### src/rtl/osu_sc_bist_pkg.sv
// osu_sc_bist_pkg
// Shared types and helpers for the dff_1 shift-chain BIST sequencer:
// FSM state encoding, LFSR geometry/taps and the LFSR step function.
// Optional feature macro used by the top: OSU_BIST_ERRCNT_EN (err_cnt port).

package osu_sc_bist_pkg;

    // Sequencer states
    typedef enum logic [1:0] {
        IDLE = 2'd0,
        FILL = 2'd1,
        RUN  = 2'd2,
        DONE = 2'd3
    } state_t;

    // 16-bit Fibonacci LFSR, taps at bits 15, 13, 12, 10
    localparam int              LFSR_W        = 16;
    localparam logic [LFSR_W-1:0] LFSR_TAPS     = 16'hB400;
    // An all-zero LFSR would lock up, so a zero seed is replaced by this value
    localparam logic [LFSR_W-1:0] ZERO_SEED_SUB = 16'h0001;

    // One LFSR step: shift left, feedback is the XOR of the tapped bits
    function automatic logic [LFSR_W-1:0] lfsr_next(input logic [LFSR_W-1:0] l);
        logic fb;
        fb = ^(l & LFSR_TAPS);
        return {l[LFSR_W-2:0], fb};
    endfunction

    // Seed actually used by the hardware
    function automatic logic [LFSR_W-1:0] seed_fix(input logic [LFSR_W-1:0] s);
        return (s == '0) ? ZERO_SEED_SUB : s;
    endfunction

endpackage

### src/rtl/osu_sc_bist_lfsr16.sv
// osu_sc_bist_lfsr16
// Loadable 16-bit Fibonacci LFSR used both as the pattern generator and as
// the expected-data checker. load has priority over advance; the serial
// output is the MSB of the register.

module osu_sc_bist_lfsr16
    import osu_sc_bist_pkg::*;
#(
    parameter logic [LFSR_W-1:0] RESET_VAL = ZERO_SEED_SUB
) (
    input  logic              CLK,
    input  logic              RN,
    input  logic              load,
    input  logic              advance,
    input  logic [LFSR_W-1:0] seed,
    output logic              bit_out
);

    logic [LFSR_W-1:0] lfsr;

    // LFSR register: reload from seed on load, otherwise step when advancing
    always_ff @(posedge CLK or negedge RN) begin
        if (!RN) begin
            lfsr <= RESET_VAL;
        end else if (load) begin
            lfsr <= seed;
        end else if (advance) begin
            lfsr <= lfsr_next(lfsr);
        end
    end

    assign bit_out = lfsr[LFSR_W-1];

endmodule

### src/rtl/osu_sc_dff_chain_bist.sv
// osu_sc_dff_chain_bist
// BIST sequencer for an external chain of CHAIN_LEN dff_1 cells. A start
// request arms the sequencer; on the following edge it reloads both LFSRs
// and enters FILL, shifting CHAIN_LEN generator bits into the chain. RUN
// then compares PAT_LEN chain outputs against a checker LFSR that lags the
// generator by exactly the chain length, and DONE reports pass/fail_idx.
// Optional feature: define OSU_BIST_ERRCNT_EN to add the err_cnt port
// (saturating count of all RUN mismatches).

module osu_sc_dff_chain_bist
    import osu_sc_bist_pkg::*;
#(
    parameter int                CHAIN_LEN = 16,
    parameter int                PAT_LEN   = 64,
    parameter logic [LFSR_W-1:0] LFSR_SEED = 16'hACE1,
    localparam int               IDX_W     = (PAT_LEN > 1) ? $clog2(PAT_LEN) : 1
) (
    input  logic             CLK,
    input  logic             RN,
    input  logic             start,
    input  logic             abort,
    output logic             busy,
    output logic             done,
    output logic             pass,
    output logic [IDX_W-1:0] fail_idx,
    output logic             chain_d,
    output logic             chain_shift,
    input  logic             chain_q
`ifdef OSU_BIST_ERRCNT_EN
    ,
    output logic [$clog2(PAT_LEN+1)-1:0] err_cnt
`endif
);

    // One counter serves both FILL and RUN, sized for the longer phase
    localparam int CNT_MAX = (CHAIN_LEN > PAT_LEN) ? CHAIN_LEN : PAT_LEN;
    localparam int CNT_W   = (CNT_MAX > 1) ? $clog2(CNT_MAX) : 1;

    localparam logic [CNT_W-1:0]  FILL_LAST = CNT_W'(CHAIN_LEN - 1);
    localparam logic [CNT_W-1:0]  RUN_LAST  = CNT_W'(PAT_LEN - 1);
    localparam logic [CNT_W-1:0]  CNT_ONE   = CNT_W'(1);
    localparam logic [LFSR_W-1:0] SEED_EFF  = seed_fix(LFSR_SEED);

    state_t           state;
    logic [CNT_W-1:0] cnt;
    logic             start_pend;   // start accepted, FILL begins next edge
    logic             mis_seen;     // at least one RUN mismatch so far

    logic gen_bit;
    logic chk_bit;
    logic lfsr_load;
    logic gen_adv;
    logic chk_adv;
    logic mismatch;
    logic in_run;

    // Both LFSRs reload on the edge that enters FILL; abort cancels that.
    // start_pend is only ever set in IDLE/DONE, so no state qualifier needed.
    assign lfsr_load = start_pend & ~abort;
    assign in_run    = (state == RUN);
    // Generator steps every shifting cycle; checker only while comparing
    assign gen_adv   = busy;
    assign chk_adv   = in_run;
    assign mismatch  = in_run & (chain_q != chk_bit);

    // Chain interface: shift enable follows busy, data is gated to 0 when idle
    assign chain_shift = busy;
    assign chain_d     = busy & gen_bit;

    osu_sc_bist_lfsr16 #(
        .RESET_VAL (SEED_EFF)
    ) u_gen (
        .CLK     (CLK),
        .RN      (RN),
        .load    (lfsr_load),
        .advance (gen_adv),
        .seed    (SEED_EFF),
        .bit_out (gen_bit)
    );

    osu_sc_bist_lfsr16 #(
        .RESET_VAL (SEED_EFF)
    ) u_chk (
        .CLK     (CLK),
        .RN      (RN),
        .load    (lfsr_load),
        .advance (chk_adv),
        .seed    (SEED_EFF),
        .bit_out (chk_bit)
    );

    // Sequencer FSM with registered status outputs; abort overrides everything
    always_ff @(posedge CLK or negedge RN) begin
        if (!RN) begin
            state      <= IDLE;
            cnt        <= '0;
            start_pend <= 1'b0;
            mis_seen   <= 1'b0;
            busy       <= 1'b0;
            done       <= 1'b0;
            pass       <= 1'b0;
            fail_idx   <= '0;
        end else if (abort) begin
            state      <= IDLE;
            cnt        <= '0;
            start_pend <= 1'b0;
            busy       <= 1'b0;
            done       <= 1'b0;
        end else begin
            case (state)
                IDLE, DONE: begin
                    if (start_pend) begin
                        state      <= FILL;
                        start_pend <= 1'b0;
                        cnt        <= '0;
                        busy       <= 1'b1;
                        done       <= 1'b0;
                        pass       <= 1'b0;
                        fail_idx   <= '0;
                        mis_seen   <= 1'b0;
                    end else if (start) begin
                        start_pend <= 1'b1;
                    end
                end
                FILL: begin
                    if (cnt == FILL_LAST) begin
                        state <= RUN;
                        cnt   <= '0;
                    end else begin
                        cnt <= cnt + CNT_ONE;
                    end
                end
                RUN: begin
                    if (mismatch && !mis_seen) begin
                        mis_seen <= 1'b1;
                        fail_idx <= IDX_W'(cnt);
                    end
                    if (cnt == RUN_LAST) begin
                        state <= DONE;
                        cnt   <= '0;
                        busy  <= 1'b0;
                        done  <= 1'b1;
                        // Include the final compare, which is not yet in mis_seen
                        pass  <= ~(mis_seen | mismatch);
                    end else begin
                        cnt <= cnt + CNT_ONE;
                    end
                end
                default: begin
                    state <= IDLE;
                    busy  <= 1'b0;
                    done  <= 1'b0;
                end
            endcase
        end
    end

`ifdef OSU_BIST_ERRCNT_EN
    localparam int              ERR_W   = $clog2(PAT_LEN + 1);
    localparam logic [ERR_W-1:0] ERR_MAX = ERR_W'(PAT_LEN);
    localparam logic [ERR_W-1:0] ERR_ONE = ERR_W'(1);

    // Total RUN mismatches, cleared on each new test, saturating at PAT_LEN
    always_ff @(posedge CLK or negedge RN) begin
        if (!RN) begin
            err_cnt <= '0;
        end else if (lfsr_load) begin
            err_cnt <= '0;
        end else if (mismatch && !abort && (err_cnt != ERR_MAX)) begin
            err_cnt <= err_cnt + ERR_ONE;
        end
    end
`endif

endmodule
### config.mk
export PLATFORM = sky130hd
export DESIGN_NAME = osu_sc_dff_chain_bist
export DESIGN_NICKNAME = d
export VERILOG_FILES = /design/src/rtl/osu_sc_bist_pkg.sv /design/src/rtl/osu_sc_bist_lfsr16.sv /design/src/rtl/osu_sc_dff_chain_bist.sv
export SDC_FILE = /design/constraint.sdc
export NUM_CORES = 1
export LEC_CHECK = 0
export BUFFER_PORTS_ARGS = -buffer_cell sky130_fd_sc_hd__buf_4
export CAP_MARGIN = 20
export CORE_UTILIZATION = 57
export DETAILED_ROUTE_END_ITERATION = 8
export HOLD_SLACK_MARGIN = 0.06
export PLACE_DENSITY = 0.76
export SYNTH_ARGS = -nofsm -noshare
export SYNTH_HDL_FRONTEND = slang
export SYNTH_SLANG_ARGS = --single-unit
### constraint.sdc
create_clock -name CLK -period 2.21 [get_ports CLK]
set_input_delay 0 -clock CLK [delete_from_list [all_inputs] [get_ports CLK]]
set_output_delay 0 -clock CLK [all_outputs]
set_load 0.05 [all_outputs]
==> flow_summary_export.csv, run 1 <==
group,metric,value,unit
pwr,power,4.09,mW
pwr,vdd_drop_max,0.000671,V
cells_and_area,multi_input_area,1030,µm²
yosys,ys_seq_area_frac,0.525,
setup_path,start_kind,"flip-flop",
cells_and_area,area_delta_synth_final,10.2,%
floorplanning,initial_core_util,0.604,
yosys,synth_edf_count,0,
pwr,p_leak,1.20,nW
grt,antenna_found_initial,0,
yosys,netlist_area,2470,µm²
setup_path,worst-endpoint-required,2.40,ns
cells_and_area,design_area,2720,µm²
setup_path,path_delay_family,"multiplexers",
timing,finalClockSkew,0.00422,ns
timing,rsz0062_at_grt,"false",
clocking,cts.sinks,51,
grt,grt_max_degree,52,
cells_and_area,drive_gt1_frac,0.215,
floorplanning,boundaryPins,16,
hold_path,min_to,"pass",
setup_path,rrSetupSlack,0.36,ns
yosys,ys_ff_latch,51,
setup_path,slowest_delay,0.43,ns
setup_path,slowest_stage,"ha_1",
route,routed_wl,3.93,mm
place,place_congestion,0.849,
yosys,synth.top_cell.area_share,0.355,
setup_path,reg2reg_to,"mis_seen",
setup_path,crit_fanout,9,
timing,fin_setup_tns,0,ns
cells_and_area,fin_nets,253,
clocking,numCtsBuffers,5,
yosys,ys_warn_count,0,
hold_path,min_path_cells,4,
setup_path,worst_setup_path_end_kind,"flip-flop",
route,drt_iter0_drc,82,
yosys,synth_cells,231,
setup_path,cp.arrival,2.04,ns
timing,min_period,1.85,ns
hold_path,hp-start,"chain_q",
setup_path,path_buf_inv,1,
clocking,cts_root_buf,"clkbuf_8",
clocking,clkTransAtPathRegs,0.09,ns
timing,worst_pin_slew,0.638,ns
timing,fmax,0.541,GHz
route,antenna_left,0,
timing,whs,0.0718,ns
route,vias,1577,
yosys,synth_async_sr_flop_share,1.00,
floorplanning,die_y,67.8,µm
yosys,yosys.cell_types.count,40,
route,drtPass1Iterations,5,
route,drc,0,
place,portBuffers,15,
yosys,syn_area_per_cell,10.7,µm²
clocking,cts.path.max_buffers,2,
route,viasPerCell,5.33,
timing,slew_headroom,0.575,
grt,grt_pass1_vias,1430,
yosys,ys_top_cells_by_count,"mux2i_1 (39), dfrtp_1 (35), nand2_1 (31)",
yosys,synth_nets,239,
grt,met2_usage,0.290,
timing,finalMaxSlewViolations,0,
floorplanning,rows,23,
status,status,"complete, no violations",
timing,hold_viol,0,
grt,grt.overflow.total,0,
grt,grt_util_met1,0.269,
clocking,cts-htree-levels,2,
yosys,synthFlopType,"dfrtp_1",
setup_path,reg2regPathDepth,6,
grt,groute.usage.overall,0.190,
setup_path,reg2reg_from,"state[0]",
cells_and_area,utilization,0.666,
yosys,post-synth-top-count-cell,"mux2i_1",
grt,grt_pass1_wl,6.50,mm
timing,setup_violations,0,
clocking,cts_tree,"built",
route,wl_per_cell,13.3,µm
grt,busiest_layer,"met2",
place,place_hpwl,2.69,mm
setup_path,worstPathCellList,"inv_1 -> ha_1 -> mux2i_1 -> nor2_1 -> nand2_2 -> mux2_2",
setup_path,crit_type,"reg -> reg",
clocking,clk_latency,0.30,ns
hold_path,min_path_type,"in -> reg",
grt,met3_usage,0.0467,
cells_and_area,ff_latch_area,1300,µm²
timing,final.period_utilization,0.836,
floorplanning,die-area,4600,µm²
yosys,yosys-top-cells-area,"dfrtp_1 (35%), dfstp_2 (17%), mux2i_1 (16%)",
flow_run,maxCapViolCount,0,
clocking,post-cts-setup-buffers,0,
cells_and_area,num_antenna_cells,0,
floorplanning,core_region_area,4090,µm²
yosys,yosysTopAreaCell,"dfrtp_1",
place,postPlaceCellArea,2580,µm²
floorplanning,die_w,67.8,µm
pwr,power_density,1500,nW/µm²
cells_and_area,num-fill-cells,318,
## final cells by class
type	instances	share of cell area
sequential	51	0.476
multi-input combinational	153	0.379
timing repair buffer	22	0.0634
clock buffer	5	0.0253
tap	50	0.0230
clock inverter	3	0.0170
inverter	12	0.0165
## state kept, by name (all words and copies together) (netlist names)
signal	flops
start_pend	1
cnt	6
mis_seen	1
done	1
pass	1
u_gen.lfsr	16
state	2
u_chk.lfsr	16
busy	1
fail_idx	6
## cells by family (layout without fill, tap and decap cells)
kind of cell | Yosys count | in the layout | share of synthesized area
AND/OR/NAND/NOR | 79 | 79 | 0.145
flip-flops | 51 | 51 | 0.525
multiplexers | 40 | 40 | 0.163
buffers and inverters | 27 | 42 | 0.0577
AO/OA/AOI/OAI | 24 | 24 | 0.0699
XOR/XNOR | 7 | 7 | 0.0248
adder cells (fa/ha/maj) | 3 | 3 | 0.0152
## worst reg2reg max path: stages, from the launching register on
cell     delay, ns
dfrtp_1       0.40
inv_1         0.06
ha_1          0.43
mux2i_1       0.23
nor2_1        0.09
nand2_2       0.18
mux2_2        0.36
## worst max-delay path by stage
stage,from,end,slack (ns),cells past startpoint
final,state[0],mis_seen,0.36,6
after global routing,state[0],mis_seen,0.26,6
after CTS,state[0],mis_seen,0.37,6
after detailed placement,state[0],mis_seen,0.39,6
after global placement,state[0],mis_seen,0.43,6
after floorplan,busy,chain_d,0.53,3
## layout by cell type (no fill, tap or decap), types with 2 or more instances in the layout
cell / netlist / layout
nand2_1: 31 / 31
nor2b_1: 3 / 3
o2bb2ai_1: 2 / 2
dfstp_2: 16 / 16
nor2_1: 28 / 28
buf_4: 3 / 19
clkbuf_8: 0 / 5
xnor2_1: 5 / 5
xor2_1: 2 / 2
nand4_1: 2 / 2
dfrtp_1: 35 / 35
dlygate4sd3_1: 0 / 3
nand3_2: 2 / 2
nand2b_1: 3 / 3
nand3_1: 3 / 3
a21oi_1: 3 / 3
mux2i_1: 39 / 39
o21ai_0: 7 / 7
inv_1: 12 / 12
o21a_1: 2 / 2
ha_1: 3 / 3
## routing by layer
layer  vias to the layer above  share of wire
met5                         -              0
met4                         0         0.0058
met3                         4          0.031
met2                        25           0.47
met1                       753           0.49
li1                        795              -
## what timing repair did
item | in CTS | in global routing
hold buffers | 3 | 0
gates resized for setup | 0 | 0
hold endpoints to repair | 41 | 0
## stage by stage
stage          setup slack (ns)  instances
2_1_floorplan             0.531        231
3_3_place_gp              0.432        285
3_5_place_dp              0.393        285
4_1_cts                   0.372        296
5_1_grt                   0.264        296
6_report                  0.362        296
## power by group
| group | switching (mW) | leakage, nW | internal [mW] | total (mW) |
|---|---|---|---|---|
| clock network | 0.306 | 0.0548 | 0.341 | 0.647 |
| logic | 1.04 | 0.522 | 0.739 | 1.78 |
| registers | 0.268 | 0.625 | 1.40 | 1.66 |
| total | 1.61 | 1.20 | 2.48 | 4.09 |
(Power assumes the default switching activity.)
==> run 2, diff against run 1 <==
Clock period 2.21 ns to 1.95 ns, I/O delays scaled along.
==> run 2 against run 1 <==
Count of clock-buffer cells in the layout grew 1. Non-clock buffer count grew 3. Combinational power grew 19%. Clock skew grew 0.0040 ns. Final cell count grew 1.0%. First-iteration DRC count grew 7.3%. Core utilization grew 0.80 points. Sequential share of layout area shrank 0.56 points. Worst hold slack gained 0.18 ns. Cell area grew 1.2%. Setup slack lost 0.20 ns. Global-route usage grew 1.3 points. Critical path type unchanged. Largest cell class unchanged. Largest power group unchanged. Highest routed layer unchanged.
==> flow_summary_export.csv, run 2 (synthesis results as in run 1) <==
group,metric,value,unit
floorplanning,boundaryPins,16,
flow_run,maxCapViolCount,0,
pwr,p_seq_frac,0.394,
timing,whs,0.252,ns
route,vias,1599,
clocking,clk_latency,0.31,ns
setup_path,worst_setup_path_end_kind,"flip-flop",
setup_path,path_buf_inv,2,
timing,fmax,0.560,GHz
pwr,comb_power_share,0.451,
place,dp_slack,0.221,ns
cells_and_area,layoutNonFillerInstCount,299,
grt,antenna_found_initial,0,
grt,grt.overflow.total,0,
pwr,vdd_drop_max,0.000910,V
route,routed_wl,4.22,mm
cells_and_area,final_common_cell,"mux2i_1",
timing,hold_viol,0,
setup_path,worstPathCellList,"inv_1 -> ha_4 -> nor2b_1 -> a21oi_1 -> nor2_1 -> dlygate4sd3_1",
setup_path,critPathLaunch,"state[0]",
pwr,clkPwrFrac,0.156,
place,place_congestion,0.787,
setup_path,reg2regPathDepth,6,
clocking,numCtsBuffers,5,
floorplanning,die-area,4600,µm²
setup_path,slowest_delay,0.55,ns
route,viasPerCell,5.35,
clocking,cts_root_buf,"clkbuf_8",
cells_and_area,drive_gt1_frac,0.221,
pwr,p_leak,1.21,nW
hold_path,min_path_type,"in -> async",
clocking,clkTransAtPathRegs,0.10,ns
place,dp.cells,287,
pwr,power_density,1710,nW/µm²
timing,min_period,1.79,ns
floorplanning,die_w,67.8,µm
cells_and_area,mostFrequentLayoutCells,"mux2i_1 (39), dfrtp_1 (35), nand2_1 (31), nor2_1 (28), buf_4 (21)",
timing,finalMaxSlewViolations,0,
timing,worst_pin_slew,0.630,ns
place,portBuffers,15,
clocking,cts.path.max_buffers,2,
setup_path,crit_type,"reg -> reg",
grt,grt_pass1_wl,6.80,mm
route,drc,0,
timing,setup_violations,0,
timing,final.period_utilization,0.916,
setup_path,slowest_stage,"dlygate4sd3_1",
grt,grt_max_degree,52,
timing,setup_ws,0.164,ns
clocking,cts_tree,"built",
grt,groute.usage.overall,0.203,
floorplanning,rows,23,
timing,fin_setup_tns,0,ns
cells_and_area,fin_nets,256,
cells_and_area,reg_top3,"u_chk.lfsr: 16 flops, u_gen.lfsr: 16 flops",
place,place_hpwl,2.74,mm
route,wl_per_cell,14.1,µm
cells_and_area,utilization,0.674,
timing,finalClockSkew,0.00825,ns
status,status,"complete, no violations",
pwr,power,4.71,mW
route,drt_iter0_drc,88,
pwr,netSwitchingFraction,0.393,
timing,slew_headroom,0.580,
cells_and_area,design_area,2760,µm²
cells_and_area,num_antenna_cells,0,
setup_path,rrSetupSlack,0.16,ns
floorplanning,core_region_area,4090,µm²
setup_path,reg2reg_to,"start_pend",
clocking,cts-htree-levels,2,
setup_path,start_kind,"flip-flop",
setup_path,cp.arrival,1.98,ns
timing,rsz0062_at_grt,"false",
cells_and_area,num-fill-cells,317,
route,drtPass1Iterations,4,
floorplanning,die_y,67.8,µm
setup_path,crit_fanout,9,
setup_path,path_delay_family,"buffers and inverters",
place,postPlaceCellArea,2590,µm²
floorplanning,initial_core_util,0.604,
setup_path,worst-endpoint-required,2.15,ns
pwr,power.internal,2.86,mW
pwr,netSwitchingPower,1.85,mW
cells_and_area,area_delta_synth_final,11.6,%
grt,grt_pass1_vias,1447,
route,antenna_left,0,
clocking,cts.sinks,51,
setup_path,reg2reg_from,"state[0]",
-- run 2: how the worst max path moves through the flow --
stage / to / slack, ns / cells past startpoint
after CTS: start_pend / 0.03 / 6
after detailed placement: cnt[5] / 0.22 / 5
after global routing: start_pend / 0.07 / 6
after floorplan: chain_d / 0.27 / 3
after global placement: cnt[5] / 0.25 / 5
final: start_pend / 0.16 / 6
-- run 2: routing by layer --
| metal | wire length (µm) | global-route usage | vias up |
|---|---|---|---|
| li1 | - | - | 805 |
| met1 | 2160 | 0.285 | 762 |
| met2 | 1860 | 0.301 | 24 |
| met3 | 125 | 0.0567 | 8 |
| met4 | 74 | 0.0703 | 0 |
| met5 | 0 | 0 | - |
-- run 2: worst register-to-register path, cell delays in order, from the launching register on --
cell and delay, ns:
dfrtp_1 0.41, inv_1 0.11, ha_4 0.24, nor2b_1 0.15
a21oi_1 0.16, nor2_1 0.05, dlygate4sd3_1 0.55
-- run 2: timing repair --
item                                   in CTS  in global routing
endpoints found under the hold margin      42                  0
hold buffers                                4                  0
setup endpoints to repair                   0                  1
resized for setup                           0                  2
buffers inserted                            0                  0
-- run 2: area by class of cell --
cell class,count,area [µm²],share of cell area
inverters,12,45.0,0.0163
multi-input cells,153,1040,0.379
repair buffers,25,198,0.0718
well taps,50,62.6,0.0227
clock inverters,2,37.5,0.0136
flip-flops and latches,51,1300,0.470
clock buffers,6,72.6,0.0263
-- run 2: power by group through the flow --
stage	Clock (mW)	Sequential, mW	Combinational [mW]
after floorplan	0	2.05	1.46
after global placement	0	1.85	2.03
after detailed placement	0	1.87	2.07
after CTS	0.749	1.85	2.09
after global routing	0.781	1.92	2.34
final	0.734	1.85	2.12
==> run 3, diff against run 2 <==
Settings changed: RECOVER_POWER set to 100.
==> run 3 against run 2 <==
Routed wire length is 0.24% lower. Sequential cell count stayed put. Clock skew is 0.0020 ns higher. Final cell count stayed put. Non-clock buffer count stayed put. Clock power hardly changed. Cell area is 2.4% lower. Setup slack worse by 0.023 ns. Die area stayed put. Via count is 0.25% higher. Largest cell class unchanged.
==> flow_summary_export.csv, run 3 (synthesis results as in run 1) <==
group,metric,value,unit
floorplanning,die-area,4600,µm²
setup_path,worst_setup_path_end_kind,"flip-flop",
clocking,clk_latency,0.31,ns
setup_path,reg2reg_to,"cnt[5]",
floorplanning,die_w,67.8,µm
place,portBuffers,15,
setup_path,reg2reg_from,"cnt[0]",
pwr,p_leak,1.16,nW
clocking,cts_root_buf,"clkbuf_8",
pwr,netSwitchingFraction,0.398,
route,drc,0,
grt,grt_util_met1,0.285,
timing,rsz0062_at_grt,"false",
pwr,p_seq_frac,0.401,
timing,finalClockSkew,0.0102,ns
setup_path,reg2regPathDepth,5,
timing,finalMaxSlewViolations,0,
flow_run,maxCapViolCount,0,
grt,met3_usage,0.0567,
floorplanning,rows,23,
grt,busiest_layer,"met2",
clocking,post-cts-setup-buffers,0,
timing,slew_headroom,0.176,
grt,antenna_found_initial,0,
grt,grt_pass1_vias,1447,
floorplanning,initial_core_util,0.604,
grt,grt_max_degree,52,
floorplanning,die_y,67.8,µm
route,drtPass1Iterations,4,
pwr,vdd_drop_max,0.000901,V
clocking,numCtsBuffers,5,
cells_and_area,final_common_cell,"mux2i_1",
pwr,power,4.62,mW
timing,worst_pin_slew,1.24,ns
grt,met2_usage,0.301,
status,status,"complete, no violations",
grt,grt_pass1_wl,6.80,mm
pwr,comb_power_share,0.440,
place,place_hpwl,2.74,mm
cells_and_area,mostFrequentLayoutCells,"mux2i_1 (39), dfrtp_1 (35), nand2_1 (31), nor2_1 (28), dfstp_2 (16)",
setup_path,start_kind,"flip-flop",
cells_and_area,fin_nets,256,
setup_path,crit_fanout,6,
setup_path,critPathLaunch,"cnt[0]",
hold_path,min_path_type,"in -> reg",
route,drt_iter0_drc,61,
timing,min_period,1.81,ns
pwr,power_density,1720,nW/µm²
clocking,clkTransAtPathRegs,0.10,ns
pwr,netSwitchingPower,1.84,mW
clocking,cts_tree,"built",
place,place_congestion,0.787,
timing,fin_setup_tns,0,ns
clocking,cts-htree-levels,2,
clocking,cts.path.max_buffers,2,
pwr,power.internal,2.78,mW
timing,hold_viol,0,
setup_path,cp.arrival,1.99,ns
floorplanning,boundaryPins,16,
cells_and_area,num_antenna_cells,0,
route,wl_per_cell,14.1,µm
timing,setup_violations,0,
setup_path,worst-endpoint-required,2.14,ns
cells_and_area,drive_gt1_frac,0.165,
clocking,cts.sinks,51,
cells_and_area,reg_top3,"u_chk.lfsr: 16 flops, u_gen.lfsr: 16 flops",
grt,groute.usage.overall,0.203,
timing,fmax,0.553,GHz
route,vias,1603,
pwr,clkPwrFrac,0.159,
floorplanning,core_region_area,4090,µm²
route,antenna_left,0,
setup_path,crit_type,"reg -> reg",
route,viasPerCell,5.36,
cells_and_area,area_delta_synth_final,8.92,%
cells_and_area,num-fill-cells,340,
route,routed_wl,4.21,mm
grt,grt.overflow.total,0,
timing,final.period_utilization,0.928,
setup_path,rrSetupSlack,0.14,ns
setup_path,cp-endpoint,"cnt[5]",
## run 3: layout make-up
| cell class | count | area, µm² | share of cell area |
|---|---|---|---|
| clock buffers | 6 | 72.6 | 0.0270 |
| inverters | 12 | 45.0 | 0.0167 |
| repair buffers | 25 | 146 | 0.0544 |
| well taps | 50 | 62.6 | 0.0233 |
| clock inverters | 2 | 37.5 | 0.0140 |
| flip-flops and latches | 51 | 1300 | 0.482 |
| multi-input cells | 153 | 1030 | 0.383 |
## run 3: timing repair
item	in CTS	in global routing
hold endpoints to repair	42	0
endpoints found under the setup margin	0	1
hold buffers	4	0
resized for setup	0	2
## run 3: power by group through the flow
stage	logic, mW	registers, mW	clock network (mW)
2_1_floorplan	1.46	2.05	0
3_3_place_gp	2.03	1.85	0
3_5_place_dp	2.07	1.87	0
4_1_cts	2.09	1.85	0.749
5_1_grt	2.25	1.92	0.781
6_report	2.04	1.85	0.736
## run 3: metrics by stage
| stage | cell area, µm² | setup WS, ns | utilization | instances | hold slack, ns |
|---|---|---|---|---|---|
| 6_report | 2690 | 0.141 | 0.658 | 299 | 0.482 |
| 5_1_grt | 2690 | 0.0385 | 0.658 | 299 | 0.530 |
| 4_1_cts | 2740 | 0.0281 | 0.671 | 299 | 0.269 |
| 3_5_place_dp | 2590 | 0.221 | 0.634 | 287 | 0.0597 |
| 3_3_place_gp | 2590 | 0.251 | 0.634 | 287 | 0.0598 |
| 2_1_floorplan | 2470 | 0.271 | - | 231 | -0.296 |
## run 3: worst min path at each step
stage / start / to / cells past startpoint
2_1_floorplan: RN / busy / 0
3_3_place_gp: RN / fail_idx[1] / 1
3_5_place_dp: RN / fail_idx[2] / 1
4_1_cts: RN / start_pend / 2
5_1_grt: start / start_pend / 4
6_report: start / start_pend / 4
## run 3: metal layers
metal	vias to the layer above	share of wire
li1	805	-
met1	764	0.50
met2	28	0.44
met3	6	0.037
met4	0	0.016
met5	-	0
## run 3: worst max-delay path: stages, from the launching register on
cell,delay [ns]
dfrtp_1,0.43
ha_1,0.24
nand3_1,0.15
or4_1,0.58
nand3_1,0.19
o211ai_1,0.11
